**src/rtl/bf_pkg.sv**
```systemverilog
// rtl/bf_pkg.sv - shared widths and shift constants for the butterfly datapath
package bf_pkg;

    // Default operand widths: data in Q1.7, twiddle sum/difference in Q2.7
    localparam int DATA_W    = 8;
    localparam int TW_W      = 9;

    // Product rescale back to Q1.7, and the halving applied to the butterfly outputs
    localparam int SHIFT_P   = 7;
    localparam int SHIFT_OUT = 1;

    // Derived widths, sized so no intermediate result can overflow
    localparam int DIFF_W    = DATA_W + 1;          // B_re - B_im
    localparam int PROD_W    = DIFF_W + DATA_W;     // each of the three products
    localparam int SUM_W     = PROD_W + 1;          // product + K
    localparam int SCL_W     = SUM_W - SHIFT_P;     // P after rescale
    localparam int ADD_W     = SCL_W;               // A +/- P before halving

endpackage

```
**src/rtl/cmult3.sv**
```systemverilog
// rtl/cmult3.sv - three-multiplier complex multiply P = B * (C + jS), stages S1-S2
module cmult3
    import bf_pkg::SHIFT_P;
#(
    parameter  int DATA_W = bf_pkg::DATA_W,
    parameter  int TW_W   = bf_pkg::TW_W,
    localparam int DIFF_W = DATA_W + 1,
    localparam int PROD_W = DIFF_W + DATA_W,
    localparam int SUM_W  = PROD_W + 1,
    localparam int SCL_W  = SUM_W - SHIFT_P
) (
    input  logic                     clk,
    input  logic                     reset,
    input  logic signed [DATA_W-1:0] i_b_re,
    input  logic signed [DATA_W-1:0] i_b_im,
    input  logic signed [DATA_W-1:0] i_c,
    input  logic signed [TW_W-1:0]   i_c_plus_s,
    input  logic signed [TW_W-1:0]   i_c_minus_s,
    output logic signed [SCL_W-1:0]  o_p_re,
    output logic signed [SCL_W-1:0]  o_p_im
);

    logic signed [DATA_W-1:0] r_b_re;
    logic signed [DATA_W-1:0] r_b_im;
    logic signed [DATA_W-1:0] r_c;
    logic signed [TW_W-1:0]   r_cps;
    logic signed [TW_W-1:0]   r_cms;

    logic signed [PROD_W-1:0] r_k;
    logic signed [PROD_W-1:0] r_m_re;
    logic signed [PROD_W-1:0] r_m_im;

    logic signed [DIFF_W-1:0] w_diff;
    logic signed [SUM_W-1:0]  w_sum_re;
    logic signed [SUM_W-1:0]  w_sum_im;

    // Shared term K uses the S1 copy of B; operands are widened before multiplying
    assign w_diff = DIFF_W'(r_b_re) - DIFF_W'(r_b_im);

    // S1: capture operands every cycle; validity is tracked by the caller
    always_ff @(posedge clk or posedge reset) begin
        if (reset) begin
            r_b_re <= '0;
            r_b_im <= '0;
            r_c    <= '0;
            r_cps  <= '0;
            r_cms  <= '0;
        end else begin
            r_b_re <= i_b_re;
            r_b_im <= i_b_im;
            r_c    <= i_c;
            r_cps  <= i_c_plus_s;
            r_cms  <= i_c_minus_s;
        end
    end

    // S2: the three multiplies, registered
    always_ff @(posedge clk or posedge reset) begin
        if (reset) begin
            r_k    <= '0;
            r_m_re <= '0;
            r_m_im <= '0;
        end else begin
            r_k    <= PROD_W'(w_diff) * PROD_W'(r_c);
            r_m_re <= PROD_W'(r_cms) * PROD_W'(r_b_im);
            r_m_im <= PROD_W'(r_cps) * PROD_W'(r_b_re);
        end
    end

    // Recombine with K and rescale; arithmetic shift floors toward minus infinity
    assign w_sum_re = SUM_W'(r_m_re) + SUM_W'(r_k);
    assign w_sum_im = SUM_W'(r_m_im) - SUM_W'(r_k);
    assign o_p_re   = SCL_W'(w_sum_re >>> SHIFT_P);
    assign o_p_im   = SCL_W'(w_sum_im >>> SHIFT_P);

endmodule

```
**src/rtl/bf_processor.sv**
```systemverilog
// rtl/bf_processor.sv - radix-2 butterfly D/E = (A +/- B*W) / 2, three-stage pipeline
module bf_processor
    import bf_pkg::SHIFT_P;
    import bf_pkg::SHIFT_OUT;
#(
    parameter  int DATA_W = bf_pkg::DATA_W,
    parameter  int TW_W   = bf_pkg::TW_W,
    localparam int SCL_W  = DATA_W + 1 + DATA_W + 1 - SHIFT_P,
    localparam int ADD_W  = SCL_W
) (
    input  logic                     clk,
    input  logic                     reset,
    input  logic                     start_calc,
    input  logic signed [DATA_W-1:0] A_re,
    input  logic signed [DATA_W-1:0] A_im,
    input  logic signed [DATA_W-1:0] B_re,
    input  logic signed [DATA_W-1:0] B_im,
    input  logic signed [DATA_W-1:0] i_C,
    input  logic signed [TW_W-1:0]   C_plus_S,
    input  logic signed [TW_W-1:0]   C_minus_S,
    output logic signed [DATA_W-1:0] D_re,
    output logic signed [DATA_W-1:0] D_im,
    output logic signed [DATA_W-1:0] E_re,
    output logic signed [DATA_W-1:0] E_im,
    output logic                     calc_done
);

    logic                     r_v1;
    logic                     r_v2;
    logic signed [DATA_W-1:0] r_a1_re;
    logic signed [DATA_W-1:0] r_a1_im;
    logic signed [DATA_W-1:0] r_a2_re;
    logic signed [DATA_W-1:0] r_a2_im;

    logic signed [SCL_W-1:0]  w_p_re;
    logic signed [SCL_W-1:0]  w_p_im;
    logic signed [ADD_W-1:0]  w_sum_d_re;
    logic signed [ADD_W-1:0]  w_sum_d_im;
    logic signed [ADD_W-1:0]  w_sum_e_re;
    logic signed [ADD_W-1:0]  w_sum_e_im;

    cmult3 #(
        .DATA_W (DATA_W),
        .TW_W   (TW_W)
    ) u_cmult3 (
        .clk         (clk),
        .reset       (reset),
        .i_b_re      (B_re),
        .i_b_im      (B_im),
        .i_c         (i_C),
        .i_c_plus_s  (C_plus_S),
        .i_c_minus_s (C_minus_S),
        .o_p_re      (w_p_re),
        .o_p_im      (w_p_im)
    );

    // Valid bits follow the data; only a sampled start_calc creates one
    always_ff @(posedge clk or posedge reset) begin
        if (reset) begin
            r_v1      <= 1'b0;
            r_v2      <= 1'b0;
            calc_done <= 1'b0;
        end else begin
            r_v1      <= start_calc;
            r_v2      <= r_v1;
            calc_done <= r_v2;
        end
    end

    // A is delayed two stages to line up with P coming out of the multiplier
    always_ff @(posedge clk or posedge reset) begin
        if (reset) begin
            r_a1_re <= '0;
            r_a1_im <= '0;
            r_a2_re <= '0;
            r_a2_im <= '0;
        end else begin
            r_a1_re <= A_re;
            r_a1_im <= A_im;
            r_a2_re <= r_a1_re;
            r_a2_im <= r_a1_im;
        end
    end

    // Sign-extended add/sub; halving then keeping the low bits wraps on overflow
    assign w_sum_d_re = ADD_W'(r_a2_re) + ADD_W'(w_p_re);
    assign w_sum_d_im = ADD_W'(r_a2_im) + ADD_W'(w_p_im);
    assign w_sum_e_re = ADD_W'(r_a2_re) - ADD_W'(w_p_re);
    assign w_sum_e_im = ADD_W'(r_a2_im) - ADD_W'(w_p_im);

    // S3: outputs update only for a valid result and otherwise hold
    always_ff @(posedge clk or posedge reset) begin
        if (reset) begin
            D_re <= '0;
            D_im <= '0;
            E_re <= '0;
            E_im <= '0;
        end else if (r_v2) begin
            D_re <= DATA_W'(w_sum_d_re >>> SHIFT_OUT);
            D_im <= DATA_W'(w_sum_d_im >>> SHIFT_OUT);
            E_re <= DATA_W'(w_sum_e_re >>> SHIFT_OUT);
            E_im <= DATA_W'(w_sum_e_im >>> SHIFT_OUT);
        end
    end

endmodule

```
**config.mk**
```make
export PLATFORM = sky130hd
export DESIGN_NAME = bf_processor
export DESIGN_NICKNAME = d
export VERILOG_FILES = /design/src/rtl/bf_pkg.sv /design/src/rtl/cmult3.sv /design/src/rtl/bf_processor.sv
export SDC_FILE = /design/constraint.sdc
export NUM_CORES = 1
export LEC_CHECK = 0
export CAP_MARGIN = 20
export CORE_MARGIN = 5
export CORE_UTILIZATION = 50
export CTS_CLUSTER_SIZE = 16
export DETAILED_ROUTE_END_ITERATION = 10
export PLACE_DENSITY = 0.73
export SLEW_MARGIN = 25
export SYNTH_ARGS = -nofsm -noshare
export SYNTH_HDL_FRONTEND = slang
export SYNTH_SLANG_ARGS = --single-unit
export TNS_END_PERCENT = 1
```
**constraint.sdc**
```tcl
create_clock -name clk -period 7.9 [get_ports clk]
set_input_delay 0.79 -clock clk [delete_from_list [all_inputs] [get_ports clk]]
set_output_delay 0.79 -clock clk [all_outputs]
set_load 0.1 [all_outputs]
```
## Yosys cells after proc, flatten, opt, wreduce, memory -nomap -nowiden

Index checks and enable logic that the tools add are counted.

| word-level totals | value |
|---|---|
| bits in registers | 157 |
| bits in latches | 0 |
| memory bits (writable) | 0 |
| memory bits (read-only) | 0 |
| input port bits | 61 |
| output and inout port bits | 33 |
| logic and storage cells | 29 |
| memories kept | 0 |

| cells by class | value |
|---|---|
| add/sub/neg operators | 7 |
| multipliers | 3 |
| divide/modulo/power cells | 0 |
| $lt $le $gt $ge | 0 |
| eq/ne operators | 0 |
| shift operators | 0 |
| multiplexer cells | 0 |
| bitwise operators | 0 |
| reduce and logical (&&, ||, !) cells | 0 |

Operators with widths:

| cell | count |
|---|---|
| multiplier 9 x 8 -> 16 bit | 3 |
| adder 8 x 9 -> 9 bit | 2 |
| subtractor 8 x 9 -> 9 bit | 2 |
| adder 16 bit | 1 |
| subtractor 16 bit | 1 |
| subtractor 8 x 8 -> 9 bit | 1 |

## Logic depth before layout (Yosys ltp)

Gate-level depths: netlist of run 1.

| depth | value |
|---|---|
| depth after elaboration | 2 |
| mapped depth | 26 |
| depth with buffers taken out | 26 |

## By module

From an unflattened synthesis of run 1, not the netlist that was laid out.

| unflattened totals | value |
|---|---|
| cells, all modules | 1519 |
| area total of the unflattened synthesis | 15442.3 µm² |

Modules (own cells, without submodules):

| module | times used | cells each | area an instance (µm²) | seq. area each (µm²) |
|---|---|---|---|---|
| cmult3 | 1 | 1201 | 11908.9 | 2327.2 |
| bf_processor | 1 | 318 | 3533.4 | 1676.6 |

## Worst setup path after synthesis of run 1

Ideal clock, no wire load.

| timing path | value |
|---|---|
| path kind | register -> register |
| from | register u_cmult3.r_b_im[1] |
| to | register u_cmult3.r_k[14] |
| data arrival time | 5.830 ns |
| required time | 7.784 ns |
| setup slack | 1.954 ns |
| cell stages (with the launch flop) | 26 |
| path buffers | 0 |
| cells stage by stage | dfrtp_1 > inv_1 > ha_1 > nor2b_1 > o21ai_0 > a21boi_0 > o21ai_0 > a21boi_0 > o21ai_0 > a21boi_1 > or3b_2 > fa_1 > fa_1 > inv_1 > fa_1 > inv_1 > fa_1 > inv_1 > ha_1 > o21ai_0 > a21boi_0 > o21ai_0 > a21boi_0 > o21ai_0 > nand2_1 > o311ai_0 |

| between the ends | value |
|---|---|
| cells in the longest elaborated chain, start to end | 2 |

RTL lines:

| item | RTL line | text |
|---|---|---|
| start: declaration | cmult3.sv:24 | `logic signed [DATA_W-1:0] r_b_im;` |
| start signal: assignment | cmult3.sv:50 | `r_b_im <= i_b_im;` |
| subtractor 8 x 8 -> 9 bit | cmult3.sv:38 | `assign w_diff = DIFF_W'(r_b_re) - DIFF_W'(r_b_im);` |
| multiplier 9 x 8 -> 16 bit | cmult3.sv:64 | `r_k <= PROD_W'(w_diff) * PROD_W'(r_c);` |
| end signal: assignment | cmult3.sv:64 |  |
| end: declaration | cmult3.sv:29 | `logic signed [PROD_W-1:0] r_k;` |

Every way passes these cells.
A chain may end at the register's enable or synchronous reset.

## Worst setup path after layout of run 1

Ends and elaborated chain as after synthesis.

==> flow_summary_export.csv, run 1 <==
group,metric,value,unit
cts,htreeDepth,4,
yosys,synth_seq_cells,157,
placement,portBuffers,93,
die,start_util,0.507,
timing,hold_viol,0,
finish,layout_common_cells,"280 x inv_1, 170 x fa_1, 164 x ha_1",
setup_path,crit_end,"u_cmult3.r_k[14]",
timing,tightest_slew,0.991,ns
grt,grt_pass1_vias,10500,
finish,area_growth,12.9,%
yosys,synth_mux_area_frac,0.0148,
placement,place_congestion,0.902,
grt,grt_max_degree,110,
worst_hold_path,hold_class,"reg -> reg",
flow_run,drv_cap,0,
cts,cts_hold_buf,0,
worst_hold_path,whs_path_depth,0,
yosys,synthesis.nets,1884,
setup_path,worstSetupStartpointType,"flip-flop",
timing,max_freq,0.149,GHz
timing,setup_viol,0,
cts,clockBufferDepth,2,
setup_path,r2r-end,"u_cmult3.r_k[14]",
setup_path,r2r_cells,25,
yosys,synth_enable_flop_cells,0,
setup_path,r2r_setup_slack,1.17,ns
cts,cts_buffers,17,
finish,register_area,3930,um^2
cts,postCtsSetupRepairBufs,0,
setup_path,crit_path_top_delay_cell,"dfrtp_1",
timing,period_needed,6.73,ns
yosys,syn_avg_cell_area,10.1,um^2
finish,final_common_cell,"inv_1",
yosys,ys_seq_area_frac,0.262,
timing,fin_crit_sh,0.851,
yosys,synth.distinct_cells,65,
finish,n_antenna_cell,0,
grt,grt.overflow.total,0,
setup_path,startpoint,"u_cmult3.r_b_im[1]",
setup_path,slowest_delay,0.55,ns
finish,fin_nets,1975,
timing,relSlewSlack,0.337,
finish,drive_gt1_frac,0.0465,
setup_path,required,8.22,ns
cts,root_buffer,"clkbuf_16",
routing,vias,9978,
yosys,netlist_area,15000,um^2
die,dieArea,33600,um^2
cts,cts_tree,"built",
routing,drt-initial-drc-count,403,
die,rows,63,
die,io_pins,94,
setup_path,r2r-start,"u_cmult3.r_b_im[1]",
die,core,29600,um^2
routing,drt-wirelength-per-cell,15.2,um
setup_path,worstPathMaxFanout,11,
yosys,synth-compound-area-share,0.0777,
timing,drv_slew,0,
yosys,ys.flop_type,"dfrtp_1",
yosys,synthSimpleGateAreaFrac,0.142,
yosys,synth-xor-area-share,0.0643,
finish,fillers,2601,
finish,multi_input_area,9940,um^2
yosys,ys_async_sr_fraction,1.00,
grt,grt.total_usage,0.190,
routing,wirelength,30.2,mm
yosys,synth_top_family_by_area,"adder cells",
die,die_x,183,um
placement,dp_hpwl,24.9,mm
grt,grt_first_pass_wirelength,51.4,mm
grt,antenna_found_initial,0,
cts,cts_sinks,157,
cts,clk_latency,0.44,ns
yosys,postSynthCellCount,1489,
timing,rsz0062_at_grt,"no",
routing,via_per_inst,5.03,
cts,ctsResizeCount,0,
setup_path,crit_family,"adder cells",
setup_path,path_buf_inv,4,
timing,skew,0.0123,ns
yosys,yosys_warnings,0,
setup_path,crit_top_cell,"o21ai_0",
yosys,post_synth_fa_ha_maj_area_fraction,0.363,
worst_hold_path,hold_path_startpoint,"r_v1",
setup_path,cp_data_arrival_time,7.04,ns
setup_path,cp.depth,25,
die,die_height,183,um
timing,tns,0,ns
cts,cts.clk_slew.worst_paths,0.07,ns
setup_path,criticalPathCategory,"reg -> reg",
routing,postRouteAntennaNets,0,
outcome,status,"finished, final reports clean",
setup_path,endpoint_kind,"flip-flop",
routing,dr.pass1.iters,4,
routing,drc,0,
## how the worst min path moves through the flow
stage,end
floorplan,r_a2_im[0]
global placement,r_v2
detailed placement,r_a2_im[6]
CTS,r_v2
global route,r_a2_re[1]
finish,r_v2
## cells in the mapped netlist, types with 4 or more instances
cell      number  area [um^2]
o21ai_0       29          145
o21a_1         4         30.0
dfrtp_1      157         3930
nor2_1        71          267
xor2_1        22          193
mux2_2        18          203
nor3_1        15         75.1
a211oi_1       4         30.0
nand2_1       73          274
nand3_1       14         70.1
nor3b_1        9         67.6
a21boi_0       9         67.6
xnor2_1       83          727
fa_1         170         3400
a31oi_1        5         31.3
ha_1         164         2050
o21bai_1       5         37.5
or3_1          6         37.5
o31ai_1        4         30.0
nand2b_1      29          181
nor2b_1       23          144
a21o_1        14          105
and2_1       126          788
a21oi_1       59          295
clkbuf_1      23         86.3
and3_1         8         50.1
inv_1        281         1050
nand3b_1       9         67.6
## cell families after synthesis
logic type / count (synthesis)
muxes: 20
DFF: 157
xor gates and xnor gates: 107
buffers and inverters: 304
and+or+nand+nor: 396
AOI/OAI and AO/OA: 171
adders and majority gates: 334
## flip-flops by register name, indices dropped and copies added (netlist names)
register / cells
u_cmult3.r_b_re: 8
u_cmult3.r_m_im: 16
r_a2_re: 8
r_a2_im: 8
D_re: 8
E_im: 8
r_a1_im: 8
u_cmult3.r_c: 8
u_cmult3.r_cms: 9
r_v1: 1
u_cmult3.r_cps: 9
u_cmult3.r_k: 16
calc_done: 1
E_re: 8
r_a1_re: 8
u_cmult3.r_m_re: 16
r_v2: 1
u_cmult3.r_b_im: 8
D_im: 8
## cell type report
| cell class | instances | area share |
|---|---|---|
| Multi-Input combinational cell | 1028 | 0.587 |
| Clock buffer | 17 | 0.0251 |
| Sequential cell | 157 | 0.232 |
| Timing Repair Buffer | 95 | 0.0558 |
| Tap cell | 390 | 0.0288 |
| Clock inverter | 15 | 0.00901 |
| Inverter | 281 | 0.0627 |
## stage by stage
step	cells	setup slack [ns]	utilization	area, um^2	hold WS, ns
after floorplan	1489	1.95	-	15000	0.331
after global placement	1951	1.54	0.552	16400	0.334
after detailed placement	1951	1.23	0.552	16400	0.335
after CTS	1983	1.20	0.572	16900	0.348
after global routing	1983	0.491	0.572	16900	0.356
final	1983	1.17	0.572	16900	0.346
## worst register-to-register path, delay by kind of cell (launching register included)
kind                       cells  cell delay, ns
buffers and inverters          4            0.23
DFF                            1            0.55
adders and majority gates      6            2.60
and+or+nand+nor                3            0.76
AOI/OAI and AO/OA             12            2.45
## per-layer routing
layer  up-vias  track usage  share of wire
li1       4873            -              -
met1      4871        0.246           0.45
met2       190        0.323           0.48
met3        44       0.0357          0.044
met4         0       0.0641          0.028
met5         -            0              0
Power of run 1 is left out: the tool's default activity adds up to more than one toggle a clock period on the data nets, which glitch-free logic cannot reach.
==> inputs of run 2 (changes only) <==
Settings changed: CTS_BUF_LIST from default to sky130_fd_sc_hd__clkbuf_2 sky130_fd_sc_hd__clkbuf_4 sky130_fd_sc_hd__clkbuf_8.
==> run 2 against run 1 <==
  * Setup slack got worse by 0.084 ns
  * Register-to-register slack lost 0.08 ns
  * Global-route usage is 0.18 points lower
  * Maximum frequency fell by 1.2%
  * Critical path depth unchanged
  * Cell area is 1.1% lower
  * Sequential cell count unchanged
  * Count of clock-buffer cells in the layout stayed put
  * Die area is the same
  * Highest routed layer unchanged
  * Via count is 0.52% lower
  * Critical endpoint unchanged
  * Sequential share of layout area up 0.26 points
==> flow_summary_export.csv, run 2 (synthesis results as in run 1) <==
group,metric,value,unit
setup_path,r2r_setup_slack,1.09,ns
setup_path,endpoint_kind,"flip-flop",
die,core,29600,um^2
grt,grt.total_usage,0.188,
timing,relSlewSlack,0.335,
cts,root_buffer,"clkbuf_8",
setup_path,r2r-end,"u_cmult3.r_k[14]",
timing,tightest_slew,0.994,ns
finish,final_common_cell,"inv_1",
placement,portBuffers,93,
routing,drc,0,
finish,fin_nets,1975,
cts,cts_tree,"built",
timing,drv_slew,0,
routing,via_per_inst,5.01,
grt,grt_first_pass_wirelength,50.9,mm
setup_path,worstSetupStartpointType,"flip-flop",
cts,cts_buffers,17,
cts,cts_hold_buf,0,
finish,reg.largest.list,"u_cmult3.r_k (16), u_cmult3.r_m_im (16), u_cmult3.r_m_re (16)",
timing,hold_viol,0,
worst_hold_path,hold_class,"reg -> reg",
timing,tns,0,ns
die,rows,63,
finish,fillers,2633,
setup_path,worstPathMaxFanout,11,
worst_hold_path,hold_path_startpoint,"r_v1",
timing,period_needed,6.81,ns
grt,grt_pass1_vias,10400,
die,die_height,183,um
setup_path,cp_data_arrival_time,7.16,ns
worst_hold_path,holdPathEnd,"r_v2",
die,io_pins,94,
flow_run,drv_cap,0,
routing,postRouteAntennaNets,0,
finish,drive_gt1_frac,0.0465,
grt,grt.overflow.total,0,
placement,dp_hpwl,24.9,mm
routing,wirelength,30.0,mm
cts,cts_sinks,157,
routing,drt-initial-drc-count,327,
finish,layout_common_cells,"280 x inv_1, 170 x fa_1, 164 x ha_1",
timing,fin_crit_sh,0.862,
cts,cts.clk_slew.worst_paths,0.10,ns
grt,antenna_found_initial,0,
placement,place_congestion,0.902,
routing,dr.pass1.iters,5,
outcome,status,"finished, final reports clean",
die,start_util,0.507,
setup_path,r2r-start,"u_cmult3.r_b_im[1]",
setup_path,criticalPathCategory,"reg -> reg",
timing,skew,0.0207,ns
die,dieArea,33600,um^2
routing,vias,9926,
cts,postCtsSetupRepairBufs,0,
finish,area_growth,11.6,%
setup_path,required,8.25,ns
timing,rsz0062_at_grt,"no",
routing,drt-wirelength-per-cell,15.1,um
cts,clockBufferDepth,2,
cts,clk_latency,0.48,ns
timing,setup_viol,0,
cts,ctsResizeCount,0,
grt,grt_max_degree,110,
worst_hold_path,whs_path_depth,0,
die,die_x,183,um
timing,max_freq,0.147,GHz
setup_path,r2r_cells,25,
cts,htreeDepth,4,
finish,n_antenna_cell,0,
-- run 2: area by class of cell --
type / instances / area (um^2) / area share
clock buffer: 17 / 234 / 0.0140
clock inverter: 15 / 153 / 0.00911
inverter: 281 / 1060 / 0.0634
multi-input combinational: 1028 / 9940 / 0.593
sequential: 157 / 3930 / 0.234
tap: 390 / 488 / 0.0291
timing repair buffer: 95 / 946 / 0.0565
-- run 2: worst max path at each step --
stage	startpoint	to	slack (ns)	depth (start not counted)
5_1_grt	u_cmult3.r_b_im[1]	u_cmult3.r_k[14]	0.44	25
3_5_place_dp	u_cmult3.r_b_im[1]	u_cmult3.r_k[14]	1.23	25
3_3_place_gp	u_cmult3.r_b_im[1]	u_cmult3.r_k[14]	1.54	25
2_1_floorplan	u_cmult3.r_b_im[1]	u_cmult3.r_k[14]	1.95	25
4_1_cts	u_cmult3.r_b_im[1]	u_cmult3.r_k[14]	1.13	25
6_report	u_cmult3.r_b_im[1]	u_cmult3.r_k[14]	1.09	25
-- run 2: metal layers --
| metal | routed length, um | GRT usage | part of all wire | up-vias |
|---|---|---|---|---|
| li1 | - | - | - | 4870 |
| met1 | 13600 | 0.246 | 0.45 | 4830 |
| met2 | 14300 | 0.319 | 0.48 | 180 |
| met3 | 1280 | 0.0373 | 0.042 | 46 |
| met4 | 841 | 0.0590 | 0.028 | 0 |
| met5 | 0 | 0 | 0 | - |
-- run 2: worst max-delay path: stages, from the launching register on --
cell	delay, ns
dfrtp_1	0.56
inv_1	0.08
ha_1	0.29
nor2b_1	0.12
o21ai_0	0.20
a21boi_0	0.16
o21ai_0	0.28
a21boi_0	0.16
o21ai_0	0.25
a21boi_1	0.24
or3b_2	0.53
fa_1	0.49
fa_1	0.51
inv_1	0.05
fa_1	0.53
inv_1	0.05
fa_1	0.47
inv_1	0.05
ha_1	0.31
o21ai_0	0.11
a21boi_0	0.16
o21ai_0	0.25
a21boi_0	0.15
o21ai_0	0.23
nand2_1	0.11
o311ai_0	0.32
-- run 2: metrics by stage --
step	area [um^2]	hold WS, ns	setup slack [ns]	cells	util
6_report	16800	0.349	1.09	1983	0.565
4_1_cts	16800	0.354	1.13	1983	0.565
2_1_floorplan	15000	0.331	1.95	1489	-
5_1_grt	16800	0.363	0.439	1983	0.565
3_5_place_dp	16400	0.335	1.23	1951	0.552
3_3_place_gp	16400	0.334	1.54	1951	0.552
Power of run 2 is left out for the same reason.
